$ cat src/rtl/iq_deframer.sv
// iq_deframer: hunts for a fixed header in a BPSK/QPSK hard-decision bit
// stream, collects a fixed-length payload plus an additive checksum byte and
// reports good frames (data_o/data_valid) or bad frames (chk_err).
module iq_deframer #(
    parameter int                    HEADER_W   = 8,
    parameter logic [HEADER_W-1:0]   HEADER     = 8'hCC,
    parameter int                    DATA_BYTES = 4,
    parameter int                    COUNT_W    = 16
) (
    input  logic                      clk,
    input  logic                      rst,
    input  logic                      rx_en,
    input  logic                      mode,
    input  logic                      sym_valid,
    input  logic                      sym_i,
    input  logic                      sym_q,
    output logic [DATA_BYTES*8-1:0]   data_o,
    output logic                      data_valid,
    output logic                      header_flag,
    output logic                      chk_err,
    output logic [COUNT_W-1:0]        frame_cnt,
    output logic [COUNT_W-1:0]        err_cnt,
    output logic                      busy
);

    // Payload bits plus the trailing checksum byte.
    localparam int FRAME_BITS = DATA_BYTES * 8 + 8;
    localparam int CNT_W      = $clog2(FRAME_BITS + 1);

    typedef enum logic {HUNT = 1'b0, PAYLOAD = 1'b1} state_t;

    state_t                  state, state_n;
    logic [HEADER_W-1:0]     hunt, hunt_n;
    logic [CNT_W-1:0]        cnt, cnt_n;
    logic [FRAME_BITS-1:0]   sh, sh_n;
    logic                    mode_l, mode_n;
    logic [DATA_BYTES*8-1:0] data_n;
    logic                    hdr_n, good_n, bad_n;
    logic                    two_bits, b;

    // Sum of payload bytes, modulo 256.
    function automatic logic [7:0] csum(input logic [DATA_BYTES*8-1:0] p);
        logic [7:0] s;
        s = '0;
        for (int i = 0; i < DATA_BYTES; i++) s = s + p[i*8 +: 8];
        return s;
    endfunction

    // Next state: walk the one or two bits of the symbol in order, so a
    // header match or a frame end on sym_i hands sym_q to the other state.
    always_comb begin
        state_n  = state;
        hunt_n   = hunt;
        cnt_n    = cnt;
        sh_n     = sh;
        mode_n   = mode_l;
        data_n   = data_o;
        hdr_n    = 1'b0;
        good_n   = 1'b0;
        bad_n    = 1'b0;
        b        = 1'b0;
        // The symbol's width is fixed by the state it arrives in: live mode
        // while hunting, the mode latched at the header while in a frame.
        two_bits = (state == HUNT) ? mode : mode_l;
        if (!rx_en) begin
            state_n = HUNT;
            hunt_n  = '0;
            cnt_n   = '0;
            sh_n    = '0;
        end else if (sym_valid) begin
            for (int k = 0; k < 2; k++) begin
                if (k == 0 || two_bits) begin
                    b = (k == 0) ? sym_i : sym_q;
                    if (state_n == HUNT) begin
                        hunt_n = {hunt_n[HEADER_W-2:0], b};
                        if (hunt_n == HEADER) begin
                            state_n = PAYLOAD;
                            hdr_n   = 1'b1;
                            cnt_n   = '0;
                            sh_n    = '0;
                            mode_n  = mode;
                        end
                    end else begin
                        sh_n  = {sh_n[FRAME_BITS-2:0], b};
                        cnt_n = cnt_n + 1'b1;
                        if (cnt_n == CNT_W'(FRAME_BITS)) begin
                            if (csum(sh_n[FRAME_BITS-1:8]) == sh_n[7:0]) begin
                                good_n = 1'b1;
                                data_n = sh_n[FRAME_BITS-1:8];
                            end else begin
                                bad_n = 1'b1;
                            end
                            state_n = HUNT;
                            hunt_n  = '0;
                            cnt_n   = '0;
                        end
                    end
                end
            end
        end
    end

    // Register state, datapath, pulses and saturating counters.
    always_ff @(posedge clk or posedge rst) begin
        if (rst) begin
            state       <= HUNT;
            hunt        <= '0;
            cnt         <= '0;
            sh          <= '0;
            mode_l      <= 1'b0;
            data_o      <= '0;
            data_valid  <= 1'b0;
            header_flag <= 1'b0;
            chk_err     <= 1'b0;
            frame_cnt   <= '0;
            err_cnt     <= '0;
        end else begin
            state       <= state_n;
            hunt        <= hunt_n;
            cnt         <= cnt_n;
            sh          <= sh_n;
            mode_l      <= mode_n;
            data_o      <= data_n;
            data_valid  <= good_n;
            header_flag <= hdr_n;
            chk_err     <= bad_n;
            if (good_n && frame_cnt != {COUNT_W{1'b1}}) frame_cnt <= frame_cnt + 1'b1;
            if (bad_n && err_cnt != {COUNT_W{1'b1}}) err_cnt <= err_cnt + 1'b1;
        end
    end

    assign busy = (state == PAYLOAD);

endmodule

$ cat config.mk
export PLATFORM = sky130hd
export DESIGN_NAME = iq_deframer
export DESIGN_NICKNAME = d
export VERILOG_FILES = /design/src/rtl/iq_deframer.sv
export SDC_FILE = /design/constraint.sdc
export NUM_CORES = 1
export LEC_CHECK = 0
export ABC_AREA = 1
export CORE_AREA = 2 2 126 128
export DETAILED_ROUTE_END_ITERATION = 7
export DIE_AREA = 0 0 128 130
export HOLD_SLACK_MARGIN = 0.05
export PLACE_DENSITY = 0.81
export SKIP_CTS_REPAIR_TIMING = 1
export SLEW_MARGIN = 5
export SYNTH_ARGS = -nofsm -noshare
export SYNTH_HDL_FRONTEND = slang
export SYNTH_SLANG_ARGS = --single-unit
$ cat constraint.sdc
create_clock -name clk -period 5.6 [get_ports clk]
set_input_delay 0.56 -clock clk [delete_from_list [all_inputs] [get_ports clk]]
set_output_delay 0.56 -clock clk [all_outputs]
set_load 0.005 [all_outputs]
==> impl_metrics.csv, run 1 <==
group,metric,value,unit
critical_path,slowest_delay,560,ps
worst_hold_path,hp-class,"register to register",
place,place_congestion,0.969,
yosys,synth-main-ff-cell,"dfrtp_1",
yosys,synth_top_family_by_area,"simple AND/OR/NAND/NOR gates",
power,p_per_area,202,nW/um2
critical_path,arrival,5430,ps
yosys,ys_seq_elements,121,
critical_path,crit_type,"primary input to register",
yosys,syn_area,8860,um2
grt,grt_usage,29.9,%
grt,grt_pass1_wl,39300,um
sta,setup_viol,0,
run_status,outcome,"finished clean",
routing,wl_met2,11200,um
final_layout,multi_input_area,4930,um2
yosys,synth.area.top_cells,"dfrtp_1, nand2_1, inv_1",
critical_path,start_kind,"primary input",
yosys,synthXorXnorAreaFrac,4.54,%
routing,totalWireLength,23800,um
yosys,syn_nets,1243,
sta,skew,8.80,ps
clocking,cts_buffer_depth,2,
yosys,avgSynthCellArea,7.45,um2
routing,via_count,8456,
routing,avgRoutedWirePerCell,16.5,um
final_layout,diodes,0,
power,fin_total_pwr,2090,uW
routing,viasPerCell,5.85,
floorplanning,fp.dieW,128,um
floorplanning,fp.dieArea,16600,um2
sta,tightest_slew,1060,ps
critical_path,slowest_stage,"fa_1",
place,dp.cells,1414,
yosys,ys_top_cells_by_count,"nand2_1, inv_1, dfrtp_1, o211ai_1, o21ai_0",
grt,grt_max_degree,80,
critical_path,critPathBufInv,5,
final_layout,nNetsFinal,1294,
floorplanning,io_pins,75,
critical_path,path_common_cell,"nand2_1",
yosys,ys_seq_area_share,34.2,%
yosys,syn_inst,1190,
grt,antenna_found_initial,0,
yosys,synth-edff-count,0,
sta,relSlewSlack,29.0,%
sta,hold_violations,0,
yosys,synthMuxAreaShare,0,%
clocking,cts_buffers,17,
floorplanning,rows,46,
power,power.leakage,0.00483,uW
clocking,cts_tree,"done",
clocking,htreeDepth,4,
floorplanning,core_area,15400,um2
sta,hold_slack,485,ps
floorplanning,die_height,130,um
critical_path,cp_top_family,"adder cells",
yosys,synth_top_area_share,34.2,%
routing,drtAntennaViolNets,0,
final_layout,area_growth,16.6,%
run,drv_cap,0,
critical_path,end_kind,"register",
critical_path,crit_chain,"clkdlybuf4s50_1 > inv_1 > nand2_1 > nor2_1 > nand3_1 > buf_12 > nand2_1 > fa_1 > fa_1 > inv_1 > ha_1 > a21oi_1 > nand2_1 > xnor2_1 > or2_2 > nand3_1 > nor3_1 > nand2_1 > nor2_1 > nand3_2 > buf_4 > o211ai_1 > o211ai_1 > nand2_1",
yosys,synthSimpleGateAreaFrac,23.3,%
sta,slew_viol_final,0,
final_layout,drive_gt1_share,6.38,%
routing,wl_met1,10300,um
yosys,synthDistinctLibCells,38,
critical_path,cp_max_fo,64,
sta,fmax,0.195,GHz
grt,grt_pass1_vias,7862,
sta,period_needed,5120,ps
clocking,insertion_delay,430,ps
routing,firstDrtPassIters,5,
sta,setup_tns,0,ps
yosys,yosys_warnings,0,
yosys,synth_top_cell_by_area,"dfrtp_1",
place,dp_hpwl,16500,um
critical_path,cp.required,5910,ps
clocking,path_clk_slew,60,ps
place,place_area,9740,um2
clocking,cts_sinks,121,
yosys,yosysMostFrequentCell,"nand2_1",
place,io_buffers,74,
yosys,yosys.area_share.adder,8.86,%
clocking,root_buffer,"clkbuf_16",
power,worst_ir_drop_vdd,0.189,mV
floorplanning,start_util,57.5,%
grt,grt_overflow,0,
routing,route.detailed.drc,0,
final_layout,register_area,3030,um2
final_layout,final_area,10300,um2
yosys,synth_compound_gate_area_share,18.8,%
sta,rsz0062_at_grt,"no",
routing,wl_met3,1780,um
yosys,async_flop_share,100,%
final_layout,fillCellCount,1277,
routing,top_layer,"met4",
sta,period_share,91.4,%
final_layout,fin_cells,1446,
routing,first_iter_violations,734,
==> kinds of logic after synthesis <==
logic type	after synthesis
xor+xnor	46
flops	121
buf+inv	231
simple gates	491
compound gates	255
fa+ha+maj	46
==> cells in the final DEF (no fill, tap or decap), types with 3 or more instances in the layout <==
master	count
nand2_1	319
inv_1	167
dfrtp_1	120
clkdlybuf4s50_1	74
o211ai_1	70
o21ai_0	65
nand3_1	59
nor2_1	50
o22ai_1	50
a22oi_1	37
fa_1	28
xor2_1	24
xnor2_1	22
a21oi_1	20
nand4_1	19
buf_4	19
ha_1	18
clkbuf_16	17
nor3_1	15
nand2_2	6
or2_2	5
o21ai_2	5
nand3b_1	4
nor4_1	4
inv_6	4
clkinv_4	4
nor2_2	3
o221ai_1	3
==> metrics by stage <==
stage / util (%) / setup slack, ps
after global placement: 63.2 / 218
after CTS: 67.0 / 553
after floorplan: - / 582
after global routing: 67.0 / 72.8
after detailed placement: 63.2 / 103
final: 67.0 / 481
==> final cells by class <==
cell class	instances	share of cell area, %
Clock buffer	17	4.12
Clock inverter	15	1.61
Inverter	169	6.16
Multi-Input combinational cell	838	47.7
Sequential cell	121	29.3
Tap cell	192	2.32
Timing Repair Buffer	94	8.74
==> final timing paths <==
| kind | from | to | slack, ps | cells past startpoint |
|---|---|---|---|---|
| hold reg to reg | mode_l | mode_l | 480 | 2 |
| max in group asynchronous | rst | sh[33] | 3750 | 3 |
| setup reg to reg | hunt[3] | data_o[25] | 640 | 21 |
| min in group asynchronous | rst | err_cnt[1] | 700 | 2 |
| hold / removal | mode_l | mode_l | 480 | 2 |
| setup / recovery | sym_i | data_o[25] | 480 | 24 |
==> sequential cells by signal, indices dropped and copies added, names as in the netlist <==
signal       cells
busy             1
cnt              6
mode_l           1
chk_err          1
header_flag      1
frame_cnt       16
data_valid       1
hunt             7
sh              39
data_o          32
err_cnt         16
==> report_power, final <==
| group | internal, uW | switching, uW |
|---|---|---|
| Clock | 663 | 455 |
| Combinational | 22.2 | 66.5 |
| Sequential | 879 | 5.13 |
| Total | 1560 | 527 |
==> worst reg2reg max path, cell delays in order, from the launching register on <==
cell	delay [ps]
dfrtp_1	380
nor3_1	330
nand3_1	220
buf_12	220
nand2_1	170
fa_1	470
fa_1	560
inv_1	40
ha_1	380
a21oi_1	240
nand2_1	110
xnor2_1	150
or2_2	300
nand3_1	70
nor3_1	50
nand2_1	50
nor2_1	50
nand3_2	100
buf_4	510
o211ai_1	250
o211ai_1	120
nand2_1	60
==> metal layers <==
layer,vias up,track usage (%)
li1,4062,-
met4,0,10.0
met5,-,0
met3,41,6.19
met2,359,48.8
met1,3994,40.0
Note: power is estimated with default switching activity, not from simulation.
==> run 2, diff against run 1 <==
--- a/config.mk
+++ b/config.mk
@@ -11,7 +11,7 @@
 export DIE_AREA = 0 0 128 130
 export HOLD_SLACK_MARGIN = 0.05
 export PLACE_DENSITY = 0.81
-export SKIP_CTS_REPAIR_TIMING = 1
+export SETUP_SLACK_MARGIN = 0.02
 export SLEW_MARGIN = 5
 export SYNTH_ARGS = -nofsm -noshare
 export SYNTH_HDL_FRONTEND = slang
==> results of run 2 <==
No change in the layout: final DEF, timing and power equal those of run 1.
==> run 3, diff against run 2 <==
--- a/config.mk
+++ b/config.mk
@@ -6,11 +6,11 @@
 export NUM_CORES = 1
 export LEC_CHECK = 0
 export ABC_AREA = 1
-export CORE_AREA = 2 2 126 128
+export CORE_AREA = 2 2 132 134
 export DETAILED_ROUTE_END_ITERATION = 7
-export DIE_AREA = 0 0 128 130
+export DIE_AREA = 0 0 134 136
 export HOLD_SLACK_MARGIN = 0.05
-export PLACE_DENSITY = 0.81
+export PLACE_DENSITY = 0.78
 export SETUP_SLACK_MARGIN = 0.02
 export SLEW_MARGIN = 5
 export SYNTH_ARGS = -nofsm -noshare
==> constraint.sdc (replaced) <==
create_clock -name clk -period 4.25 [get_ports clk]
set_input_delay 0.425 -clock clk [delete_from_list [all_inputs] [get_ports clk]]
set_output_delay 0.425 -clock clk [all_outputs]
set_load 0.005 [all_outputs]
==> impl_metrics.csv, run 3 (same netlist as run 1, synthesis figures left out) <==
group,metric,value,unit
run_status,outcome,"complete, but fails checks",
floorplanning,start_util,52.5,%
grt,antenna_found_initial,0,
routing,via_count,9095,
floorplanning,rows,48,
sta,tightest_slew,922,ps
final_layout,final_common_cell,"nand2_1",
routing,viasPerCell,5.83,
sta,rsz0062_at_grt,"yes",
place,dp_hpwl,17500,um
sta,fin_ws,-429,ps
place,io_buffers,74,
sta,period_needed,4680,ps
place,place_area,10400,um2
floorplanning,io_pins,75,
routing,firstDrtPassIters,6,
sta,setup_viol,66,
routing,route.detailed.drc,0,
final_layout,area_growth,31.5,%
critical_path,r2r_start,"hunt[5]",
final_layout,fin_cells,1561,
floorplanning,fp.dieW,134,um
final_layout,drive_gt1_share,17.7,%
sta,relSlewSlack,38.5,%
final_layout,largestRegisters,"sh x39, data_o x32",
critical_path,slowest_delay,500,ps
final_layout,top_register,"sh",
critical_path,cp.required,4560,ps
critical_path,ff2ff_path_depth,25,
final_layout,fillCellCount,1303,
sta,period_share,110,%
run_status,violations,"setup timing",
sta,hold_violations,0,
critical_path,start_kind,"register",
critical_path,rrSetupSlack,-430,ps
grt,grt_pass1_wl,43000,um
clocking,root_buffer,"clkbuf_16",
critical_path,end_kind,"register",
clocking,cts_tree,"done",
clocking,path_clk_slew,60,ps
place,place_congestion,0.955,
floorplanning,fp.dieArea,18200,um2
grt,grt_pass1_vias,8851,
clocking,cts_buffer_depth,2,
final_layout,nNetsFinal,1377,
clocking,cts_sinks,121,
power,worst_ir_drop_vdd,0.283,mV
grt,grt_usage,29.5,%
floorplanning,core_area,16900,um2
grt,grt_max_degree,78,
power,fin_total_pwr,2810,uW
run,drv_cap,0,
critical_path,cp_max_fo,5,
critical_path,regToRegEndpoint,"frame_cnt[4]",
clocking,htreeDepth,4,
critical_path,crit_type,"register to register",
critical_path,path_common_cell,"nand2_2",
routing,totalWireLength,26600,um
clocking,insertion_delay,430,ps
worst_hold_path,hp-class,"primary input to asynchronous set/reset pin",
sta,fmax,0.214,GHz
final_layout,layout_common_cells,"nand2_1, inv_1, dfrtp_1",
routing,drtAntennaViolNets,0,
floorplanning,die_height,136,um
critical_path,slowest_stage,"fa_2",
final_layout,final_area,11700,um2
place,dp.cells,1507,
power,p_per_area,241,nW/um2
critical_path,arrival,4990,ps
final_layout,largest_register_ffs,39,
sta,slew_viol_final,0,
clocking,cts_buffers,17,
grt,grt_overflow,0,
routing,first_iter_violations,805,
sta,skew,10.2,ps
final_layout,diodes,0,
place,place_ws,-869,ps
routing,avgRoutedWirePerCell,17.0,um
power,power.leakage,0.00535,uW
[run 3: per-stage QoR]
step / util [%] / hold WS (ps) / TNS, ps
3_3_place_gp: 61.6 / 469 / -38420
4_1_cts: 67.7 / 492 / -14550
3_5_place_dp: 61.6 / 479 / -51300
2_1_floorplan: - / 453 / -11950
5_1_grt: 69.1 / 532 / -33820
6_report: 69.1 / 482 / -22580
[run 3: area by class of cell]
cell class,instances,area (um2),share of cell area (%)
clock buffer,18,439,3.77
timing repair buffer,177,1770,15.2
inverter,169,637,5.46
multi-input combinational,838,5330,45.7
clock inverter,13,168,1.44
tap,225,282,2.42
sequential,121,3030,26.0
[run 3: what timing repair did]
action	in CTS	in global routing
pin swaps	18	46
buffers inserted	12	7
resized for setup	60	36
hold buffers	0	0
cloned	2	4
setup endpoints to repair	66	66
[run 3: power by group]
group	internal (uW)	total [uW]	leakage [uW]	switching, uW
clock network	939	1510	0.000293	574
registers	1160	1160	0.00166	6.89
logic	35.0	127	0.00339	92.2
[run 3: worst max path at each step]
| stage | start | to | slack, ps |
|---|---|---|---|
| 2_1_floorplan | busy | frame_cnt[5] | -240 |
| 3_3_place_gp | sym_i | data_o[24] | -630 |
| 3_5_place_dp | sym_i | data_o[28] | -870 |
| 4_1_cts | hunt[5] | frame_cnt[2] | -290 |
| 5_1_grt | hunt[2] | frame_cnt[4] | -580 |
| 6_report | hunt[5] | frame_cnt[4] | -430 |
[run 3: worst max-delay path: cells and delay by family (launching register included)]
family | cells | cell delay, ps
xor gates and xnor gates | 2 | 300
buffers and inverters | 6 | 790
adders and majority gates | 3 | 1370
DFF | 1 | 360
and+or+nand+nor | 14 | 1730
[run 3: per-layer routing]
layer | vias up | routed length, um | track usage (%)
li1 | 4238 | - | -
met1 | 4327 | 10600 | 37.8
met2 | 438 | 12800 | 47.9
met3 | 92 | 2100 | 5.70
met4 | 0 | 1080 | 15.0
met5 | - | 0 | 0
